--- src/rtl/reg_xfer_pkg.sv ---
// rtl/reg_xfer_pkg.sv - shared op codes, FSM states and register addresses for reg_xfer_ctrl
package reg_xfer_pkg;

    typedef enum logic [1:0] {
        OP_LOAD = 2'b00,
        OP_MOV  = 2'b01,
        OP_ADD  = 2'b10,
        OP_READ = 2'b11
    } op_e;

    typedef enum logic [2:0] {
        IDLE = 3'd0,
        PRE  = 3'd1,
        RD   = 3'd2,
        CALC = 3'd3,
        WR   = 3'd4,
        DONE = 3'd5
    } state_e;

    // Address 2'b11 also selects C in the register group.
    localparam logic [1:0] REG_A = 2'b00;
    localparam logic [1:0] REG_B = 2'b01;
    localparam logic [1:0] REG_C = 2'b10;

    // Every op except READ ends with a register write.
    function automatic logic is_write_op(input op_e op);
        return (op != OP_READ);
    endfunction

endpackage

--- src/rtl/reg_xfer_alu.sv ---
// rtl/reg_xfer_alu.sv - combinational LOAD/MOV/ADD/READ result (carry output with REG_XFER_FLAGS_EN)
module reg_xfer_alu
    import reg_xfer_pkg::*;
#(
    parameter int DATA_W = 8
) (
    input  op_e               i_op,
    input  logic [DATA_W-1:0] i_s,
    input  logic [DATA_W-1:0] i_d,
    input  logic [DATA_W-1:0] i_imm,
    output logic [DATA_W-1:0] o_result
`ifdef REG_XFER_FLAGS_EN
    ,
    output logic              o_carry
`endif
);

`ifdef REG_XFER_FLAGS_EN
    logic [DATA_W:0] w_sum;

    // Widened add so the carry-out is available for the flag.
    always_comb begin
        w_sum    = {1'b0, i_s} + {1'b0, i_d};
        o_result = '0;
        o_carry  = 1'b0;
        case (i_op)
            OP_LOAD: o_result = i_imm;
            OP_MOV:  o_result = i_s;
            OP_ADD: begin
                o_result = w_sum[DATA_W-1:0];
                o_carry  = w_sum[DATA_W];
            end
            OP_READ: o_result = i_s;
            default: o_result = '0;
        endcase
    end
`else
    // Plain modulo-2^DATA_W add; no carry is kept.
    always_comb begin
        o_result = '0;
        case (i_op)
            OP_LOAD: o_result = i_imm;
            OP_MOV:  o_result = i_s;
            OP_ADD:  o_result = i_s + i_d;
            OP_READ: o_result = i_s;
            default: o_result = '0;
        endcase
    end
`endif

endmodule

--- src/rtl/reg_xfer_ctrl.sv ---
// rtl/reg_xfer_ctrl.sv - register-transfer initiator for the A/B/C register group (optional REG_XFER_FLAGS_EN)
module reg_xfer_ctrl
    import reg_xfer_pkg::*;
#(
    parameter int DATA_W = 8,
    parameter int ADDR_W = 2
) (
    input  logic              clk,
    input  logic              rst_n,
    input  logic              cmd_valid,
    output logic              cmd_ready,
    input  logic [1:0]        cmd_op,
    input  logic [ADDR_W-1:0] cmd_src,
    input  logic [ADDR_W-1:0] cmd_dst,
    input  logic [DATA_W-1:0] cmd_imm,
    output logic              done,
    output logic [DATA_W-1:0] result,
    output logic              rg_we,
    output logic [ADDR_W-1:0] rg_raa,
    output logic [ADDR_W-1:0] rg_rwba,
    output logic [DATA_W-1:0] rg_i,
    input  logic [DATA_W-1:0] rg_s,
    input  logic [DATA_W-1:0] rg_d
`ifdef REG_XFER_FLAGS_EN
    ,
    output logic              flag_z,
    output logic              flag_c
`endif
);

    state_e            r_state;
    logic              r_ready;
    logic              r_done;
    logic [DATA_W-1:0] r_result;
    logic              r_we;
    logic [ADDR_W-1:0] r_raa;
    logic [ADDR_W-1:0] r_rwba;
    logic [DATA_W-1:0] r_i;
    op_e               r_op;
    logic [ADDR_W-1:0] r_src;
    logic [ADDR_W-1:0] r_dst;
    logic [DATA_W-1:0] r_s;
    logic [DATA_W-1:0] r_d;

    op_e               w_alu_op;
    logic [DATA_W-1:0] w_alu_result;

    // LOAD goes straight from IDLE to WR, so in IDLE the ALU sees the
    // incoming op and immediate; afterwards it sees the latched op.
    assign w_alu_op = (r_state == IDLE) ? op_e'(cmd_op) : r_op;

`ifdef REG_XFER_FLAGS_EN
    logic r_flag_z;
    logic r_flag_c;
    logic w_alu_carry;

    reg_xfer_alu #(.DATA_W(DATA_W)) u_alu (
        .i_op     (w_alu_op),
        .i_s      (r_s),
        .i_d      (r_d),
        .i_imm    (cmd_imm),
        .o_result (w_alu_result),
        .o_carry  (w_alu_carry)
    );

    // Flags follow the result: at acceptance for LOAD, at CALC otherwise.
    always_ff @(posedge clk or negedge rst_n) begin
        if (!rst_n) begin
            r_flag_z <= 1'b0;
            r_flag_c <= 1'b0;
        end else if ((r_state == IDLE && r_ready && cmd_valid && w_alu_op == OP_LOAD) ||
                     (r_state == CALC)) begin
            r_flag_z <= (w_alu_result == '0);
            r_flag_c <= w_alu_carry;
        end
    end

    assign flag_z = r_flag_z;
    assign flag_c = r_flag_c;
`else
    reg_xfer_alu #(.DATA_W(DATA_W)) u_alu (
        .i_op     (w_alu_op),
        .i_s      (r_s),
        .i_d      (r_d),
        .i_imm    (cmd_imm),
        .o_result (w_alu_result)
    );
`endif

    // Transfer FSM; every group-facing signal is registered so addresses
    // and write data never change near the negedge the group writes on.
    always_ff @(posedge clk or negedge rst_n) begin
        if (!rst_n) begin
            r_state  <= IDLE;
            r_ready  <= 1'b1;
            r_done   <= 1'b0;
            r_result <= '0;
            r_we     <= 1'b1;
            r_raa    <= '0;
            r_rwba   <= '0;
            r_i      <= '0;
            r_op     <= OP_LOAD;
            r_src    <= '0;
            r_dst    <= '0;
            r_s      <= '0;
            r_d      <= '0;
        end else begin
            case (r_state)
                IDLE: begin
                    if (cmd_valid && r_ready) begin
                        r_ready <= 1'b0;
                        r_op    <= w_alu_op;
                        r_src   <= cmd_src;
                        r_dst   <= cmd_dst;
                        if (w_alu_op == OP_LOAD) begin
                            r_state  <= WR;
                            r_we     <= 1'b0;
                            r_rwba   <= cmd_dst;
                            r_i      <= w_alu_result;
                            r_result <= w_alu_result;
                        end else begin
                            // Complemented addresses guarantee both read
                            // ports see an address change before RD.
                            r_state <= PRE;
                            r_raa   <= ~cmd_src;
                            r_rwba  <= ~cmd_dst;
                        end
                    end
                end
                PRE: begin
                    r_state <= RD;
                    r_raa   <= r_src;
                    r_rwba  <= r_dst;
                end
                RD: begin
                    r_state <= CALC;
                    r_s     <= rg_s;
                    r_d     <= rg_d;
                end
                CALC: begin
                    r_result <= w_alu_result;
                    if (is_write_op(r_op)) begin
                        r_state <= WR;
                        r_we    <= 1'b0;
                        r_i     <= w_alu_result;
                    end else begin
                        r_state <= DONE;
                        r_done  <= 1'b1;
                    end
                end
                WR: begin
                    r_state <= DONE;
                    r_we    <= 1'b1;
                    r_done  <= 1'b1;
                end
                DONE: begin
                    r_state <= IDLE;
                    r_done  <= 1'b0;
                    r_ready <= 1'b1;
                end
                default: begin
                    r_state <= IDLE;
                    r_done  <= 1'b0;
                    r_we    <= 1'b1;
                    r_ready <= 1'b1;
                end
            endcase
        end
    end

    assign cmd_ready = r_ready;
    assign done      = r_done;
    assign result    = r_result;
    assign rg_we     = r_we;
    assign rg_raa    = r_raa;
    assign rg_rwba   = r_rwba;
    assign rg_i      = r_i;

endmodule

--- config.mk ---
export PLATFORM = sky130hd
export DESIGN_NAME = reg_xfer_ctrl
export DESIGN_NICKNAME = d
export VERILOG_FILES = /design/src/rtl/reg_xfer_pkg.sv /design/src/rtl/reg_xfer_alu.sv /design/src/rtl/reg_xfer_ctrl.sv
export SDC_FILE = /design/constraint.sdc
export NUM_CORES = 1
export LEC_CHECK = 0
export ABC_AREA = 1
export BUFFER_PORTS_ARGS = -buffer_cell sky130_fd_sc_hd__buf_4
export CORE_UTILIZATION = 30
export CTS_CLUSTER_SIZE = 10
export DETAILED_ROUTE_END_ITERATION = 8
export GPL_ROUTABILITY_DRIVEN = 0
export SETUP_SLACK_MARGIN = 0.4
export SLEW_MARGIN = 10
export SYNTH_ARGS = -nofsm -noshare
export SYNTH_HDL_FRONTEND = slang
export SYNTH_SLANG_ARGS = --single-unit
--- constraint.sdc ---
create_clock -name clk -period 4.42 [get_ports clk]
set_clock_uncertainty 0.15 [all_clocks]
set_input_delay 0.884 -clock clk [delete_from_list [all_inputs] [get_ports clk]]
set_output_delay 0.884 -clock clk [all_outputs]
set_load 0.005 [all_outputs]
After elaboration in Yosys (flattened, before gate mapping)
Index checks and enable logic that the tools add are counted.

cells by class
  equal/unequal tests = 14
  bitwise operators = 5
  $add $sub $neg = 1
  muxes and demuxes = 25
  reductions and logical operators = 17

operator list
  operator            count
  $pmux 8 s2          2
  $mux 8              3
  $pmux 8 s3          1
  $pmux 3 s5          1
  $mux 2              5
  $add 8x8->8         1
  $ne 2x2->1 const B  4
  $pmux 2 s2          2
  $reduce_and 2->1    4
  $reduce_and 4->1    2
  $eq 3x2->1 const B  2
  $eq 3x3->1 const B  2
  $mux 1              6
  $mux 3              2
  $pmux 1 s3          2
  $reduce_and 3->1    2
  $reduce_or 3->1     2
  $eq 2x2->1 const B  2
  $ne 2x1->1 const B  2
  $not 2->2           2
  $reduce_bool 2->1   2
  $reduce_or 4->1     1
  $eq 3x1->1 const B  1
  $logic_not 3->1     1
  other kinds (6)     8

storage, ports and cells
  output and inout port bits = 23
  register bits after elaboration = 48
  input bits = 33

Longest topological paths before layout
Gate-level depths: netlist of run 1.

  word-level depth = 8
  depth in mapped cells = 13
  gate-level depth less buffers = 13

Modules after synthesis
A second synthesis of run 1 with hierarchy kept.

second synthesis, totals
  cell total of the unflattened synthesis = 294
  area total of the unflattened synthesis = 2568.7 µm²

modules (own cells, without submodules)
  module         cells each  times used  area each (µm²)
  reg_xfer_ctrl  204         1           2068.2
  reg_xfer_alu   90          1           500.5

Worst setup path before layout of run 1
OpenSTA, ideal clock, no wires.

  path type = input -> register
  start = in cmd_op[1]
  end = reg r_i[5] (netlist: rg_i[5])
  library setup time = 121 ps
  stages = 8
  data arrival time = 1648 ps
  slack = 2501 ps
  cells stage by stage = inv_1 -> nand3_1 -> nand2_4 -> nand2_4 -> nand2_8 -> nand2_4 -> o21ai_0 -> nand2_1

between the ends
  cells in the longest elaborated chain, start to end = 7
  elaborated cells on any way between the ends = 13
  classes of those cells = eq/ne: 4; mux: 6; reduce/logical: 3

RTL lines
  item                                             line                  text
  start, declared                                  reg_xfer_ctrl.sv:12   input logic [1:0] cmd_op,
  $mux 2 (*)                                       reg_xfer_ctrl.sv:50   assign w_alu_op = (r_state == IDLE) ? op_e'(cmd_op) : r_op;
  $eq 2x1->1 / $eq 2x2->1 (equally long branches)  reg_xfer_alu.sv:41    case (i_op)
  $reduce_or 2->1 (no source line)                 --
  $pmux 8 s3                                       reg_xfer_alu.sv:41
  $mux 8                                           reg_xfer_ctrl.sv:115  if (w_alu_op == OP_LOAD) begin
  $mux 8                                           reg_xfer_ctrl.sv:110  if (cmd_valid && r_ready) begin
  $pmux 8 s2                                       reg_xfer_ctrl.sv:108  case (r_state)
  end signal, assigned                             reg_xfer_ctrl.sv:119  r_i <= w_alu_result;
  end signal, assigned                             reg_xfer_ctrl.sv:145  r_i <= w_alu_result;
  end, declared                                    reg_xfer_ctrl.sv:38   logic [DATA_W-1:0] r_i;

Mark *: on every way between the ends. The rest lies on a longest branch, timed or not. The select of a mux whose other input is x is not followed.
A chain may end at the register's enable or synchronous reset.

Worst setup path in the final report of run 1
  start = reg r_state[0]
  end = reg r_we (netlist: rg_we)

between the ends
  cells in the longest elaborated chain, start to end = 5
  elaborated cells on any way between the ends = 14
  classes of those cells = eq/ne: 7; mux: 2; bitwise: 1; reduce/logical: 4

RTL lines
  item                               line                                       text
  start, declared                    reg_xfer_ctrl.sv:31                        state_e r_state;
  start signal, assigned             reg_xfer_ctrl.sv:94                        r_state <= IDLE;
  start signal, assigned             reg_xfer_ctrl.sv:116                       r_state <= WR;
  start signal, assigned             reg_xfer_ctrl.sv:124                       r_state <= PRE;
  $logic_not 3->1                    reg_xfer_ctrl.sv:50, reg_xfer_ctrl.sv:108
  $mux 2                             reg_xfer_ctrl.sv:50
  $logic_not 2->1                    reg_xfer_ctrl.sv:115
  $ne 2x1->1 (no source line)        --
  $reduce_and 4->1 (no source line)  --
  end signal, assigned               reg_xfer_ctrl.sv:117                       r_we <= 1'b0;
  end signal, assigned               reg_xfer_ctrl.sv:144                       r_we <= 1'b0;
  end signal, assigned               reg_xfer_ctrl.sv:153                       r_we <= 1'b1;
  end, declared                      reg_xfer_ctrl.sv:35                        logic r_we;

Parallel ways exist; a longest one is shown, timed or not.

==> out/qor.yml, run 1 <==
status: "complete, no violations"
start_util_pct: 31.46
synth_xor_area_share_pct: 0.6708
worst_slew_pin_slew_ns: 0.6015
cts_num_sinks: 48
yosysTopAreaCellShare_pct: 44.08
fmax_ghz: 0.4721
grt_pass1_wl_um: 10030
postSynthAreaPerCell_um2: 7.635
drc_errors: 0
dp_slack_ns: 2.233
hold_viol: 0
fin_nets: 441
via_per_inst: 4.490
core_area_mm2: 0.008299
ys_ff_latch: 48
vias: 2272
drive_gt1_share_pct: 20.95
endpoint_kind: "register"
post_cts_resized: 0
fill_cells: 865
critPathMaxFanout: 20
synth_top_family_by_area: "simple AND/OR/NAND/NOR gates"
max_cap_viol_count: 0
ys_warn_count: 0
synth.area.top_cells: "dfrtp_1 44%, nand2_1 22%, nand3_1 5.6%"
synth_area_mm2: 0.002611
n_antenna_cell: 0
clockRootBuffer: "clkbuf_8"
synth-main-ff-cell: "dfrtp_1"
cts_setup_buffers: 0
arrival_ns: 2.21
whs_ns: 0.3363
track_usage_pct: 14.67
synth-compound-area-share_pct: 6.133
setup_viol: 0
path_class: "reg2reg"
fin_tns_setup_ns: 0
grt_pass1_vias: 2143
cts_buffers: 5
portBuffers: 55
die_h_um: 95.30
wire_per_inst_um: 11.69
wl_um: 5915
cts_hold_buf: 0
htree_num_levels: 2
synthSimpleGateAreaFrac_pct: 37.28
dr.pass1.iters: 5
io_pins: 56
drtAntennaViolNets: 0
fin_crit_ns: 2.118
ys_types: 29
rsz0062_at_grt: "false"
fp.dieW_um: 95.30
synth_edf_count: 0
layout.area.seq_mm2: 0.001204
setup_ws_ns: 2.302
cts.clk_slew.worst_paths_ns: 0.09
maxSlewHeadroom_pct: 59.90
synth_nets: 383
grt_overflow_total: 0
grt_start_max_net_pins: 49
yosysSeqAreaShare_pct: 46.09
synth_cells: 342
tritoncts: "done"
core.rowCount: 33
synthArstFlopShare_pct: 100.0
slew_violations: 0
cp.required_ns: 4.51
area_delta_synth_final_pct: 24.25
fin_crit_sh_pct: 47.92
drt_iter0_drc: 121
total_power_mw: 2.662
cts_buffer_depth: 2
ir_drop_uv: 257.4
dieArea_mm2: 0.009081
insertion_delay_ns: 0.31
power_density_mw_per_mm2: 820.5
critPathLaunchType: "register"
synthMuxAreaShare_pct: 0
synth_fa_ha_area_share_pct: 4.121
synth_top_area_cell: "dfrtp_1"
yosysMostFrequentCell: "nand2_1"
leakage_nw: 1.790
antenna_found_initial: 0
synth_common_cells: "155 x nand2_1, 46 x dfrtp_1, 31 x inv_1"
final_util_pct: 39.09
hp-class: "reg2reg"
multi_input_area_mm2: 0.001259
dp_hpwl_um: 4596
[where the power goes]
| part | internal (mW) | total [mW] | leakage (nW) | switching (mW) |
|---|---|---|---|---|
| clock network | 0.168 | 0.316 | 0.0552 | 0.148 |
| logic | 0.596 | 1.53 | 1.14 | 0.937 |
| registers | 0.664 | 0.813 | 0.592 | 0.149 |
| total | 1.43 | 2.66 | 1.79 | 1.23 |
[per-layer routing]
| layer | wire, µm | share of wire (%) | global-route usage, % |
|---|---|---|---|
| met5 | 0 | 0 | 0 |
| met4 | 98 | 1.7 | 6.061 |
| met3 | 308 | 5.2 | 2.632 |
| met2 | 2684 | 45 | 23.51 |
| met1 | 2823 | 48 | 19.39 |
[layout make-up]
class	count	area share (%)
Inverter	34	4.011
Clock buffer	6	2.237
Sequential cell	48	37.10
Tap cell	105	4.049
Clock inverter	2	1.080
Multi-Input combinational cell	256	38.80
Timing Repair Buffer	55	12.73
[final timing paths]
path	startpoint	endpoint	slack, ns	cells past startpoint
hold / removal	r_src[1]	r_src[1]	0.34	2
hold reg to reg	r_src[1]	r_src[1]	0.34	2
setup / recovery	r_state[0]	rg_we	2.30	7
min in group asynchronous	rst_n	r_op[1]	0.43	1
max in group asynchronous	rst_n	rg_i[7]	3.28	1
setup reg to reg	r_state[0]	rg_we	2.30	7
[sequential cells by signal (all words and copies together), names as in the netlist]
register,count
r_d,8
r_s,8
result,8
rg_i,8
r_state,3
r_dst,2
r_op,2
r_src,2
rg_raa,2
rg_rwba,2
cmd_ready,1
done,1
rg_we,1
[per-stage QoR]
step	cell area (µm²)	cells
2_1_floorplan	2611	342
5_1_grt	3244	506
6_report	3244	506
3_5_place_dp	3137	498
3_3_place_gp	3137	498
4_1_cts	3244	506
[kinds of logic after synthesis]
group,Yosys count
adders and majority gates,8
AOI/OAI and AO/OA,31
and+or+nand+nor,215
buffers and inverters,38
DFF,48
xor gates and xnor gates,2
[cells in the final DEF, fill, tap and decap left out]
cell type  count
nand3_1       29
a31oi_1        1
dfstp_2        2
nor2_4         2
inv_4          1
ha_1           7
dfrtp_1       46
nand2_1      155
xnor2_1        1
inv_1         31
a21oi_1        5
nor2_2         1
clkbuf_1       1
o21ai_0       24
nor2_1         9
nand2_8        1
buf_4         55
a31o_2         1
nor3_1         2
nand2_4        5
clkinv_2       1
nand3b_1       3
inv_2          2
nand2_2        3
fa_1           1
nand4_1        1
clkbuf_8       5
bufinv_16      1
nand3_4        1
xor2_1         1
or2_2          2
nor2_8         1
[critical path, cell delays in order (launching register included)]
cell	delay (ns)
dfrtp_1	0.46
nor2_4	0.18
nand2_1	0.34
inv_1	0.58
nor3_1	0.11
nand3_1	0.10
nand2_1	0.05
o21ai_0	0.07
Note: power is estimated with default switching activity, not from simulation.
==> run 2, diff against run 1 <==
==> constraint.sdc (replaced) <==
create_clock -name clk -period 1.7 [get_ports clk]
set_clock_uncertainty 0.15 [all_clocks]
set_input_delay 0.34 -clock clk [delete_from_list [all_inputs] [get_ports clk]]
set_output_delay 0.34 -clock clk [all_outputs]
set_load 0.005 [all_outputs]
==> run 2 against run 1 <==
The flow now finishes with violations (negative setup slack). Critical path type unchanged. Total power increased to 3.9 times the previous value. Critical endpoint is now rg_i[5]. Sequential cell count is the same. Combinational power rose to 4.8 times the previous value.
==> out/qor.yml, run 2 (synthesized netlist as in run 1, its figures left out) <==
min_from: "rg_s[5]"  # was r_src[1]
via_per_inst: 4.502  # was 4.490
arrival_ns: 1.86  # was 2.21 ns
cts.clk_slew.worst_paths_ns: 0.10  # was 0.09 ns
worst_slew_pin_slew_ns: 0.4575  # was 0.6015 ns
rrSetupSlack_ns: -0.08  # was 2.30 ns
fin_nets: 509  # was 441
rsz0062_at_grt: "true"  # was false
fin_crit_ns: 1.776  # was 2.118 ns
core.rowCount: 33  # unchanged
drt_iter0_drc: 89  # was 121
power_density_mw_per_mm2: 2270  # was 820.5 mW/mm²
cp.required_ns: 1.79  # was 4.51 ns
path_class: "reg2reg"  # unchanged
place_area_mm2: 0.003450  # was 0.003137 mm²
hold_end: "r_s[5]"  # was r_src[1]
drive_gt1_share_pct: 49.47  # was 20.95%
drc_errors: 0  # unchanged
setup_ws_ns: -0.07599  # was 2.302 ns
grt_pass1_wl_um: 12340  # was 10030 µm
fp.dieW_um: 95.30  # unchanged
dp_slack_ns: -0.09793  # was 2.233 ns
r2r-start: "r_state[2]"  # was r_state[0]
drtAntennaViolNets: 0  # unchanged
violations: "negative setup slack"
grtUsageMet3_pct: 2.552  # was 2.632%
fin_tns_setup_ns: -1.084  # was 0 ns
cts_buffers: 5  # unchanged
fmax_ghz: 0.5631  # was 0.4721 GHz
endpoint_kind: "register"  # unchanged
cts_num_sinks: 48  # unchanged
wire_per_inst_um: 12.98  # was 11.69 µm
htree_num_levels: 2  # unchanged
fin_crit_sh_pct: 104.5  # was 47.92%
grt_start_max_net_pins: 49  # unchanged
start_util_pct: 31.46  # unchanged
n_antenna_cell: 0  # unchanged
fin_cells: 574  # was 506
r2r_end: "rg_i[5]"  # was rg_we
portBuffers: 55  # unchanged
core_area_mm2: 0.008299  # unchanged
whs_path_depth: 3  # was 2
maxSlewHeadroom_pct: 69.50  # was 59.90%
final_cell_area_mm2: 0.004553  # was 0.003244 mm²
tritoncts: "done"  # unchanged
die_h_um: 95.30  # unchanged
area_delta_synth_final_pct: 74.37  # was 24.25%
slew_violations: 0  # unchanged
rr_worst_depth: 9  # was 7
cts_buffer_depth: 2  # unchanged
dieArea_mm2: 0.009081  # unchanged
dp_hpwl_um: 4723  # was 4596 µm
io_pins: 56  # unchanged
setup_viol: 28  # was 0
track_usage_pct: 17.62  # was 14.67%
status: "finished, violations left"  # was complete, no violations
ir_drop_uv: 717.8  # was 257.4 µV
insertion_delay_ns: 0.30  # was 0.31 ns
grt_pass1_vias: 2577  # was 2143
grt_use_met1_pct: 23.17  # was 19.39%
max_cap_viol_count: 0  # unchanged
cp-startpoint: "r_state[2]"  # was r_state[0]
grt.busiest_layer: "met2"  # unchanged
met2_usage_pct: 30.18  # was 23.51%
antenna_found_initial: 0  # unchanged
place_inst: 523  # was 498
hp-class: "in2reg"  # was reg2reg
clockRootBuffer: "clkbuf_8"  # unchanged
wl_um: 7448  # was 5915 µm
final_util_pct: 54.86  # was 39.09%
grt_overflow_total: 0  # unchanged
critPathMaxFanout: 8  # was 20
dr.pass1.iters: 4  # was 5
vias: 2584  # was 2272
leakage_nw: 2.329  # was 1.790 nW
layout_common_cells: "116 x nand2_1, 70 x buf_4, 46 x dfrtp_1"  # was 155 x nand2_1, 55 x buf_4, 46 x dfrtp_1
hold_viol: 0  # unchanged
final_common_cell: "nand2_1"  # unchanged
critPathLaunchType: "register"  # unchanged
[run 2: changes by cell type in the layout (fill, tap and decap cells not counted), moves of 15 or more]
| cell | before | now |
|---|---|---|
| buf_6 | 0 | 40 |
| nand3_1 | 29 | 14 |
| buf_4 | 55 | 70 |
| nand2_2 | 3 | 30 |
| o21ai_0 | 24 | 9 |
| nand2_1 | 155 | 116 |
[run 2: how the worst max path moves through the flow]
stage               depth (start not counted)  slack (ns)        end
finish                                      9       -0.08    rg_i[5]
global placement                           13       -0.05    rg_i[6]
floorplan                                  13      -0.004    rg_i[6]
CTS                                        13       -0.08    rg_i[4]
global route                               13       -0.25  result[6]
detailed placement                         13        -0.1    rg_i[6]
[run 2: timing repair]
item	in CTS	in global routing
gates cloned	7	0
endpoints found under the setup margin	70	93
pin swaps	38	22
resized for setup	136	28
hold buffers	1	0
endpoints found under the hold margin	46	0
setup buffers	22	13
[run 2: per-stage QoR]
| stage | power [mW] | hold WS [ns] |
|---|---|---|
| after floorplan | 5.229 | -0.1056 |
| after global placement | 6.970 | 0.2485 |
| after detailed placement | 7.035 | 0.2520 |
| after CTS | 9.806 | 0.07174 |
| after global routing | 11.18 | 0.07564 |
| final | 10.34 | 0.08366 |
[run 2: report_power, final]
part,switching [mW],leakage (nW),internal (mW)
Sequential,0.430,0.592,1.73
Clock,0.385,0.0552,0.437
Combinational,3.74,1.68,3.61
Total,4.56,2.33,5.78
[run 2: layer usage]
layer	wire, µm	vias up	share of wire [%]
met1	3365	1189	45
li1	-	1340	-
met5	0	-	0
met4	135	0	1.8
met3	195	10	2.6
met2	3751	45	50
[run 2: final cells by class]
type / count / area [µm²]
multi-input combinational: 259 / 1732
tap: 105 / 131.4
clock inverter: 2 / 35.03
fill: 708 / 3746
sequential: 48 / 1204
inverter: 34 / 182.7
timing repair buffer: 120 / 1196
clock buffer: 6 / 72.57
[run 2: worst max-delay path, cell delays in order, from the launching register on]
cell and delay, ns:
dfrtp_1 0.43, nor2_4 0.23, nand2_4 0.14, nand2_4 0.12
nand2_8 0.08, nor2_4 0.23, nand3_1 0.11, nand2_1 0.10
nand2_1 0.07, nand2_1 0.06
==> run 3, diff against run 2 <==
==> constraint.sdc (replaced) <==
create_clock -name clk -period 1.5 [get_ports clk]
set_clock_uncertainty 0.15 [all_clocks]
set_input_delay 0.3 -clock clk [delete_from_list [all_inputs] [get_ports clk]]
set_output_delay 0.3 -clock clk [all_outputs]
set_load 0.005 [all_outputs]
==> run 3 against run 2 <==
The run ends with negative hold slack, negative setup slack left. Largest power group unchanged. Worst setup slack got worse by 0.22 ns. Clock power down 0.5%. Maximum frequency down 1.1%. Cell count increased by 1.9%. Critical path depth up 1. Sequential power increased by 15%. Sequential share of layout area is 0.23 points lower. First-iteration DRC count unchanged. Total power up 15%.
==> out/qor.yml, run 3 (synthesized netlist as in run 1, its figures left out) <==
ir_drop_uv: 814.5  # was 717.8 µV
dp_slack_ns: -0.2950  # was -0.09793 ns
io_pins: 56  # unchanged
slowest_delay_ns: 0.43  # about the same
core.rowCount: 33  # unchanged
wire_per_inst_um: 13.22  # was 12.98 µm
rr_worst_depth: 10  # was 9
arrival_ns: 1.84  # was 1.86 ns
endpoint_kind: "register"  # unchanged
grt_pass1_vias: 2524  # was 2577
fp.dieW_um: 95.30  # unchanged
die_h_um: 95.30  # unchanged
final_cell_area_mm2: 0.004593  # was 0.004553 mm²
power_density_mw_per_mm2: 2578  # was 2270 mW/mm²
fin_crit_ns: 1.796  # was 1.776 ns
drc_errors: 0  # unchanged
hold_viol: 46  # was 0
drtAntennaViolNets: 0  # unchanged
via_per_inst: 4.566  # was 4.502
rrSetupSlack_ns: -0.30  # was -0.08 ns
grt_start_max_net_pins: 49  # unchanged
maxSlewHeadroom_pct: 59.06  # was 69.50%
fin_tns_setup_ns: -9.683  # was -1.084 ns
wl_um: 7734  # was 7448 µm
fmax_ghz: 0.5569  # was 0.5631 GHz
leakage_nw: 2.366  # was 2.329 nW
total_power_mw: 11.84  # was 10.34 mW
core_area_mm2: 0.008299  # unchanged
status: "finished, violations left"  # unchanged
grt_pass1_wl_um: 12000  # was 12340 µm
drt_iter0_drc: 89  # unchanged
dieArea_mm2: 0.009081  # unchanged
critPathLaunchType: "register"  # unchanged
crit_slowest_cell: "dfrtp_1"  # unchanged
antenna_found_initial: 0  # unchanged
fin_crit_sh_pct: 119.7  # was 104.5%
fill_cells: 735  # was 708
tritoncts: "done"  # unchanged
dp_hpwl_um: 5121  # was 4723 µm
fin_cells: 585  # was 574
multi_input_area_mm2: 0.001750  # was 0.001732 mm²
setup_ws_ns: -0.2957  # was -0.07599 ns
final_util_pct: 55.34  # was 54.86%
r2r_end: "rg_i[7]"  # was rg_i[5]
track_usage_pct: 17.24  # was 17.62%
cts.clk_slew.worst_paths_ns: 0.09  # was 0.10 ns
dr.pass1.iters: 6  # was 4
slew_violations: 0  # unchanged
path_class: "reg2reg"  # unchanged
r2r-start: "r_state[0]"  # was r_state[2]
critPathMaxFanout: 7  # was 8
cts_buffers: 5  # unchanged
max_cap_viol_count: 0  # unchanged
place_area_mm2: 0.003567  # was 0.003450 mm²
n_antenna_cell: 0  # unchanged
setup_viol: 46  # was 28
drive_gt1_share_pct: 52.29  # was 49.47%
htree_num_levels: 2  # unchanged
clockRootBuffer: "clkbuf_8"  # unchanged
cts_buffer_depth: 2  # unchanged
whs_ns: -0.1540  # was 0.08366 ns
cp_top_family: "simple AND/OR/NAND/NOR gates"  # unchanged
grt_overflow_total: 0  # unchanged
worst_slew_pin_slew_ns: 0.6141  # was 0.4575 ns
fin_nets: 520  # was 509
rsz0062_at_grt: "true"  # unchanged
area_delta_synth_final_pct: 75.90  # was 74.37%
layout.area.seq_mm2: 0.001204  # unchanged
cp_common_cell: "nand2_8"  # was nand2_1
insertion_delay_ns: 0.30  # about the same
cp.required_ns: 1.55  # was 1.79 ns
final_common_cell: "nand2_1"  # unchanged
layout_common_cells: "111 x nand2_1, 80 x buf_4, 46 x dfrtp_1"  # was 116 x nand2_1, 70 x buf_4, 46 x dfrtp_1
worst-path-buf-inv: 2  # was 0
violations: "negative hold slack, negative setup slack"  # was negative setup slack
hp-class: "in2async"  # was in2reg
place_inst: 537  # was 523
vias: 2671  # was 2584
portBuffers: 55  # unchanged
cts_num_sinks: 48  # unchanged
start_util_pct: 31.46  # unchanged
path_cells: "nor2_4, buf_12, nand3_4, nand2_8, nand2_8, nand2_8, buf_6, nand2_4, o21ai_1, nand2_1"  # was nor2_4, nand2_4, nand2_4, nand2_8, nor2_4, nand3_1, nand2_1, nand2_1, nand2_1
==> run 3: cell types whose count changed in the layout (fill, tap and decap cells not counted), moves of 2 or more <==
| cell | previous run | this run |
|---|---|---|
| buf_12 | 5 | 3 |
| buf_16 | 4 | 1 |
| buf_4 | 70 | 80 |
| buf_6 | 40 | 44 |
| buf_8 | 0 | 2 |
| inv_2 | 5 | 3 |
| nand2_1 | 116 | 111 |
| nand2_4 | 14 | 17 |
| nand3_1 | 14 | 16 |
| o21ai_0 | 9 | 6 |
| o21ai_2 | 6 | 9 |
==> run 3: cell type report <==
| cell class | count | share of cell area [%] |
|---|---|---|
| multi-input combinational | 259 | 38.11 |
| timing repair buffer | 131 | 26.97 |
| sequential | 48 | 26.21 |
| inverter | 34 | 3.841 |
| tap | 105 | 2.860 |
| clock buffer | 6 | 1.798 |
| clock inverter | 2 | 0.2179 |
==> run 3: how the worst max path moves through the flow <==
| stage | from | end | slack (ns) | cells after the start |
|---|---|---|---|---|
| 6_report | r_state[0] | rg_i[7] | -0.30 | 10 |
| 3_3_place_gp | r_s[0] | rg_i[6] | -0.26 | 13 |
| 5_1_grt | r_s[0] | result[6] | -0.41 | 13 |
| 3_5_place_dp | r_s[0] | result[6] | -0.30 | 13 |
| 2_1_floorplan | r_s[0] | rg_i[6] | -0.20 | 13 |
| 4_1_cts | r_s[0] | result[6] | -0.26 | 13 |
==> run 3: repair_timing <==
action | CTS | global route
endpoints found under the hold margin | 46 | 46
pin swaps | 12 | 41
setup endpoints to repair | 71 | 71
cloned | 2 | 3
setup buffers | 14 | 21
gates resized for setup | 57 | 102
==> run 3: per-layer routing <==
layer / vias up / routed length, µm / GRT usage [%]
met2: 47 / 4066 / 29.52
li1: 1364 / - / -
met4: 0 / 129 / 5.429
met1: 1252 / 3302 / 22.04
met5: - / 0 / 0
met3: 8 / 235 / 2.871
==> run 3: where the power goes <==
| part | internal (mW) | switching (mW) |
|---|---|---|
| sequential | 1.96 | 0.519 |
| combinational | 4.25 | 4.30 |
| clock | 0.369 | 0.450 |
